### src/rtl/cby_cfg_loader.sv
`default_nettype none
// ============================================================================
// cby_cfg_loader : LSB-first serialiser of bitstream words into a CBY tile
// configuration chain. Optional CRC-16/CCITT check with CBY_CFG_CRC_EN.
// Revision: 1.0
// ============================================================================
module cby_cfg_loader #(
  parameter int CHAIN_LEN = 64,
  parameter int DATA_W    = 8
) (
  input  logic              prog_clk,
  input  logic              pReset_n,
  input  logic              start,
  input  logic [DATA_W-1:0] cfg_data,
  input  logic              cfg_valid,
  output logic              cfg_ready,
  output logic              ccff_head,
  output logic              ccff_shift_en,
  output logic              busy,
  output logic              done,
  output logic              err
);
  localparam int CW = $clog2(CHAIN_LEN + DATA_W + 1);
  localparam logic [CW-1:0] C_CHAIN = CW'(CHAIN_LEN);
  localparam logic [CW-1:0] C_DW    = CW'(DATA_W);
  localparam logic [CW-1:0] C_ONE   = CW'(1);

  typedef enum logic [2:0] {
    S_IDLE  = 3'd0,
    S_LOAD  = 3'd1,
    S_CHECK = 3'd2,
    S_DONE  = 3'd3,
    S_ERR   = 3'd4
  } state_t;

  state_t state, state_nxt;

  logic [DATA_W-1:0] sreg;
  logic [CW-1:0]     sbits;    // valid bits still held in sreg
  logic [CW-1:0]     rem;      // chain bits still to shift
  logic [CW-1:0]     unalloc;  // chain bits not yet covered by an accepted word
  logic [CW-1:0]     take;
  logic              last_head;
  logic              shift, room, accept, load_go, last_bit;

`ifdef CBY_CFG_CRC_EN
  localparam int CRC_WORDS = (16 + DATA_W - 1) / DATA_W;
  localparam int EW        = CRC_WORDS * DATA_W;
  localparam int IW        = $clog2(CRC_WORDS + 1);

  logic [15:0]   crc, crc_nxt;
  logic [EW-1:0] exp_crc, exp_nxt;
  logic [IW-1:0] crc_idx;
  logic          crc_last, crc_ok;
`endif

  always_ff @(posedge prog_clk or negedge pReset_n) begin
    if (!pReset_n) state <= S_IDLE;
    else           state <= state_nxt;
  end

  always_comb begin
    shift     = (state == S_LOAD) && (sbits != '0);
    room      = (sbits == '0) || ((sbits == C_ONE) && shift);
    take      = (unalloc >= C_DW) ? C_DW : unalloc;
    load_go   = start && ((state == S_IDLE) || (state == S_DONE) || (state == S_ERR));
    last_bit  = shift && (rem == C_ONE);
    cfg_ready = (state == S_LOAD) && room && (unalloc != '0);
`ifdef CBY_CFG_CRC_EN
    if (state == S_CHECK) cfg_ready = 1'b1;
`endif
    accept        = cfg_valid && cfg_ready;
    ccff_shift_en = shift;
    ccff_head     = shift ? sreg[0] : last_head;
    busy          = (state == S_LOAD) || (state == S_CHECK);
    done          = (state == S_DONE);
`ifdef CBY_CFG_CRC_EN
    err           = (state == S_ERR);
`else
    err           = 1'b0;
`endif

    state_nxt = state;
    case (state)
      S_IDLE, S_DONE, S_ERR: if (start) state_nxt = S_LOAD;
`ifdef CBY_CFG_CRC_EN
      S_LOAD:  if (last_bit) state_nxt = S_CHECK;
      S_CHECK: if (crc_last) state_nxt = crc_ok ? S_DONE : S_ERR;
`else
      S_LOAD:  if (last_bit) state_nxt = S_DONE;
`endif
      default: state_nxt = S_IDLE;
    endcase
  end

  always_ff @(posedge prog_clk or negedge pReset_n) begin
    if (!pReset_n) begin
      sreg      <= '0;
      sbits     <= '0;
      rem       <= '0;
      unalloc   <= '0;
      last_head <= 1'b0;
    end else if (load_go) begin
      sreg      <= '0;
      sbits     <= '0;
      rem       <= C_CHAIN;
      unalloc   <= C_CHAIN;
      last_head <= 1'b0;
    end else begin
      // A new word may land in the same cycle the previous word's last bit leaves
      if (accept && (state == S_LOAD)) begin
        sreg    <= cfg_data;
        sbits   <= take;
        unalloc <= unalloc - take;
      end else if (shift) begin
        sreg  <= (sbits == C_ONE) ? '0 : (sreg >> 1);
        sbits <= sbits - C_ONE;
      end
      if (shift) begin
        rem       <= rem - C_ONE;
        last_head <= sreg[0];
      end
    end
  end

`ifdef CBY_CFG_CRC_EN
  always_comb begin
    crc_nxt  = {crc[14:0], 1'b0} ^ ((crc[15] ^ sreg[0]) ? 16'h1021 : 16'h0000);
    exp_nxt  = exp_crc | (EW'(cfg_data) << (crc_idx * DATA_W));
    crc_last = accept && (state == S_CHECK) && (crc_idx == IW'(CRC_WORDS - 1));
    crc_ok   = (exp_nxt[15:0] == crc);
  end

  always_ff @(posedge prog_clk or negedge pReset_n) begin
    if (!pReset_n) begin
      crc     <= 16'hFFFF;
      exp_crc <= '0;
      crc_idx <= '0;
    end else if (load_go) begin
      crc     <= 16'hFFFF;
      exp_crc <= '0;
      crc_idx <= '0;
    end else begin
      if (shift) crc <= crc_nxt;
      if (accept && (state == S_CHECK)) begin
        exp_crc <= exp_nxt;
        crc_idx <= crc_idx + IW'(1);
      end
    end
  end
`endif

endmodule
`default_nettype wire
### config.mk
export PLATFORM = sky130hd
export DESIGN_NAME = cby_cfg_loader
export DESIGN_NICKNAME = d
export VERILOG_FILES = /design/src/rtl/cby_cfg_loader.sv
export SDC_FILE = /design/constraint.sdc
export NUM_CORES = 1
export LEC_CHECK = 0
export CORE_UTILIZATION = 56
export CTS_CLUSTER_DIAMETER = 200
export CTS_CLUSTER_SIZE = 14
export DETAILED_ROUTE_END_ITERATION = 7
export GPL_ROUTABILITY_DRIVEN = 0
export PLACE_DENSITY = 0.8
export SLEW_MARGIN = 20
export SYNTH_ARGS = -nofsm -noshare
export SYNTH_HDL_FRONTEND = slang
export SYNTH_SLANG_ARGS = --single-unit
### constraint.sdc
create_clock -name prog_clk -period 3.2 [get_ports prog_clk]
set_clock_uncertainty 0.15 [all_clocks]
set_input_delay 0.64 -clock prog_clk [delete_from_list [all_inputs] [get_ports prog_clk]]
set_output_delay 0.64 -clock prog_clk [all_outputs]
set_load 0.05 [all_outputs]
# Word level (Yosys, flattened, before mapping)
# Index checks and enable logic that the tools add are counted.
# totals
ff_bits,33
in_bits,12
output_inout_bits,6
word_cells,56
# classes
n_addsub,3
order_cmp,1
eq_ne,8
muxes,17
reduce_logical,21
# ops
operator,count
two-way mux 7 bit,9
two-way mux 8 bit,3
equality test 7 x 1 -> 1 bit (second input constant),2
nonzero test 7 bit,2
subtractor 7 x 1 -> 7 bit (second input constant),2
logical AND 1 bit,8
>= comparator 7 x 4 -> 1 bit (second input constant),1
zero test 7 bit,1
subtractor 7 bit,1
equality test 3 x 2 -> 1 bit (second input constant),2
two-way mux 3 bit,2
case mux 3 bit (2 select lines),1
logical OR 1 bit,4
inequality test 2 bit (second input constant),2
nonzero test 2 bit,2
equality test 3 x 1 -> 1 bit (second input constant),1
equality test 3 bit (second input constant),1
zero test 3 bit,1
nonzero test 3 bit,1
OR reduction 3 bit,1
two-way mux 1 bit,2
AND reduction 2 bit,1

# Depth between registers and ports, before layout
# depth
depth_word,10
mapped_depth,8
mapped_depth_nobuf,7

# Worst setup path after synthesis
# Ideal clock, no wire load.
# synth_path
kind,register -> output
start,reg sbits[0]
end,out ccff_head
arrival_time_ns,2.212
required_ns,2.410
slack_ns,0.198
stages_incl_launch_ff,8
path_buffers,2
cell_sequence,dfrtp_1 inv_1 ha_1 or3b_2 clkbuf_1 o21ai_0 buf_2 mux2_2
# synth_via
elab_chain_cells,3
# synth_rtl
element,line_no,source
"start, declared",39,logic [CW-1:0] sbits;
"start signal, assigned",113,sbits <= take;
"start signal, assigned",117,sbits <= sbits - C_ONE;
nonzero test 7 bit,63,shift = (state == S_LOAD) && (sbits != '0);
logical AND 1 bit,63,
two-way mux 1 bit,74,ccff_head = shift ? sreg[0] : last_head;
"end, declared",17,"output logic ccff_head,"
# Every way passes these cells.

# Final worst setup path
# Ends and elaborated chain as after synthesis.

==> flow_summary.json <==
{
  "cts_max_path_buffers": 2,
  "setup_tns_ns": 0,
  "fp.dieH_um": 60.0,
  "place_area_um2": 2100,
  "status": "finished, final reports clean",
  "power_uw": 2140,
  "hold_path_class": "flip-flop to flip-flop",
  "relSlewSlack_pct": 58.0,
  "yosys.area.top_type": "dfrtp_1",
  "cts_max_level": 2,
  "critPathLaunchType": "flip-flop",
  "drive_above_1_share_pct": 12.4,
  "power.switching_uw": 1040,
  "grt_pass1_wl_mm": 7.30,
  "cts.sinks": 32,
  "seqPwrFrac_pct": 31.7,
  "maxCapViolations": 0,
  "period_needed_ns": 3.07,
  "p_int_uw": 1100,
  "drtPass1Iterations": 4,
  "synth_edf_count": 0,
  "post-route-period-util_pct": 95.9,
  "hold_depth": 2,
  "antennaDiodeCount": 0,
  "rr_worst_depth": 4,
  "ys_seq_elements": 32,
  "clk_latency_ns": 0.35,
  "drcViolationCount": 0,
  "hold_path_end": "unalloc[0]",
  "vias": 1655,
  "drt-initial-drc-count": 153,
  "netlist_instances": 197,
  "yosysUniqueCellTypes": 45,
  "leakagePower_uw": 0.000929,
  "rows": 20,
  "hpwlAfterDp_mm": 2.98,
  "rrSetupSlack_ns": 0.61,
  "crit_path_top_delay_cell": "dfrtp_1",
  "synth_flop_cell": "dfrtp_1",
  "route.detailed.vias_per_inst": 6.34,
  "grt_max_degree": 33,
  "crit_path_cell_trace": "inv_1 -> ha_1 -> or3b_4 -> o21ai_2 -> mux2_2 -> buf_4",
  "synthArstFlopShare_pct": 100,
  "antenna_found_initial": 0,
  "grt_overflow_total": 0,
  "die_w_um": 60.0,
  "port_buffers": 16,
  "ant_nets": 0,
  "start_util_pct": 60.1,
  "drt_wl_total_mm": 4.31,
  "synth_warnings": 0,
  "dieArea_um2": 3590,
  "synthTopCellsByArea": "dfrtp_1 (43%), ha_1 (6.7%), a21oi_1 (4.3%)",
  "combPwrFrac_pct": 57.8,
  "whs_ns": 0.411,
  "reg2reg_from": "sbits[4]",
  "reg2reg_to": "unalloc[5]",
  "setup_violations": 0,
  "cts_root_buf": "clkbuf_4",
  "avgRoutedWirePerCell_um": 16.5,
  "cp-end-kind": "primary output",
  "syn2layout_area_growth_pct": 14.9,
  "worst-path-max-fanout": 6,
  "post-route-util_pct": 69.1,
  "tightestPinTransition_ns": 0.627,
  "max_freq_mhz": 326,
  "worstPathArrival_ns": 2.28,
  "holdBufCountCts": 0,
  "grt_usage_pct": 27.7,
  "grt_pass1_vias": 1572,
  "synthesis.area_um2": 1880,
  "crit_required_ns": 2.41,
  "switching_share_pct": 48.4,
  "cts_buffers": 5,
  "synth.top_cell.area_share_pct": 42.6,
  "seq_area_frac_synth_pct": 42.6,
  "p_per_area_nw_per_um2": 990,
  "ir_worst_vdd_uv": 528,
  "criticalPathCategory": "flip-flop to primary output",
  "cpPeakStageDelay_ns": 0.45,
  "hold_start": "unalloc[0]",
  "power_frac_clock_pct": 10.5,
  "path_clk_slew_ns": 0.10,
  "rsz0062_at_grt": "no",
  "synth_area_per_cell_um2": 9.55,
  "finalMaxSlewViolations": 0,
  "final_area_um2": 2160,
  "cts_tree": "yes",
  "core_area_um2": 3130,
  "finalHoldViolCount": 0,
  "ioPinCount": 18,
  "final_net_count": 239
}
-- power groups by stage --
stage / combinational (uW) / clock (uW) / sequential, uW
finish: 1240 / 224 / 678
global route: 1360 / 248 / 693
CTS: 1220 / 226 / 671
detailed placement: 1210 / 0 / 677
global placement: 1160 / 0 / 667
floorplan: 911 / 0 / 637
-- placed cells by master, fill, tap and decap left out, drive strengths merged, types with 2 or more instances in the layout --
master         instances
o41ai                  2
a31oi                  2
o211ai                 4
buf                    9
a22oi                  7
inv                   13
nand4                  2
nand3                  5
and3                   2
nor3b                  2
nand2b                 2
mux2i                  4
and2                   2
clkbuf                 5
conb                   3
dfrtp                 32
nor2                  11
o2111ai                2
xor2                   3
o31ai                  9
or3                    5
nor4                   3
or2                    2
nand2                  8
a211oi                 6
mux2                   2
o21ai                  4
nor3                   9
xnor2                  3
ha                    10
nand3b                 2
a221oi                 2
clkdlybuf4s50         13
a21oi                 16
-- worst max-delay path, delay by kind of cell, from the launching register on --
family / cells / cell delay [ns]
DFF: 1 / 0.45
adders and majority gates: 1 / 0.22
AOI/OAI and AO/OA: 1 / 0.18
buffers and inverters: 2 / 0.27
muxes: 1 / 0.37
and+or+nand+nor: 1 / 0.45
-- per-layer routing --
metal,global-route usage (%),up-vias,wire (um)
li1,-,768,-
met1,36.2,827,1960
met2,43.0,50,2030
met3,6.71,10,235
met4,13.0,0,87
met5,0,-,0
-- cells by family after synthesis --
family | after synthesis | share of synthesized area, %
other cells | 2 | 0.399
flops | 32 | 42.6
buf+inv | 23 | 4.99
xor+xnor | 6 | 2.79
compound gates | 59 | 22.0
mux | 6 | 3.33
fa+ha+maj | 10 | 6.65
simple gates | 59 | 17.3
-- worst max path at each step --
| stage | startpoint | to | slack (ns) | cells after the start |
|---|---|---|---|---|
| 6_report | sbits[0] | ccff_head | 0.13 | 6 |
| 5_1_grt | sbits[0] | ccff_head | 0.05 | 6 |
| 4_1_cts | sbits[0] | ccff_head | 0.02 | 6 |
| 3_5_place_dp | sbits[0] | ccff_head | 0.25 | 6 |
| 3_3_place_gp | sbits[0] | ccff_head | 0.32 | 6 |
| 2_1_floorplan | sbits[0] | ccff_head | 0.20 | 7 |
-- metrics by stage --
stage | setup slack, ns | std cells
4_1_cts | 0.0238 | 261
6_report | 0.133 | 261
3_3_place_gp | 0.321 | 254
2_1_floorplan | 0.198 | 198
5_1_grt | 0.0495 | 261
3_5_place_dp | 0.252 | 254
-- registers in the layout (all words and copies together) (netlist names) --
signal,cells
state,2
unalloc,7
sreg,8
sbits,7
rem,7
last_head,1
-- Yosys cell counts (all sizes together) (5+ instances only) --
| cell | n |
|---|---|
| a22oi | 7 |
| or3 | 5 |
| nor3 | 9 |
| clkbuf | 6 |
| a211oi | 6 |
| dfrtp | 32 |
| nor2 | 11 |
| inv | 13 |
| nand2 | 8 |
| nand3 | 5 |
| a21oi | 16 |
| ha | 10 |
| o31ai | 9 |
-- layout make-up --
cell class / count / area [um2]
multi-input combinational: 143 / 996
fill: 250 / 967
sequential: 32 / 801
timing repair buffer: 22 / 210
tap: 44 / 55.1
inverter: 13 / 48.8
clock buffer: 5 / 37.5
clock inverter: 2 / 12.5
-- repair_timing --
action                                  4_1_cts  5_1_grt
gates resized for setup                       2        1
buffers inserted                              0        0
endpoints found under the setup margin        2        2
endpoints found under the hold margin         0        0
Power figures use the tool's default switching activity.
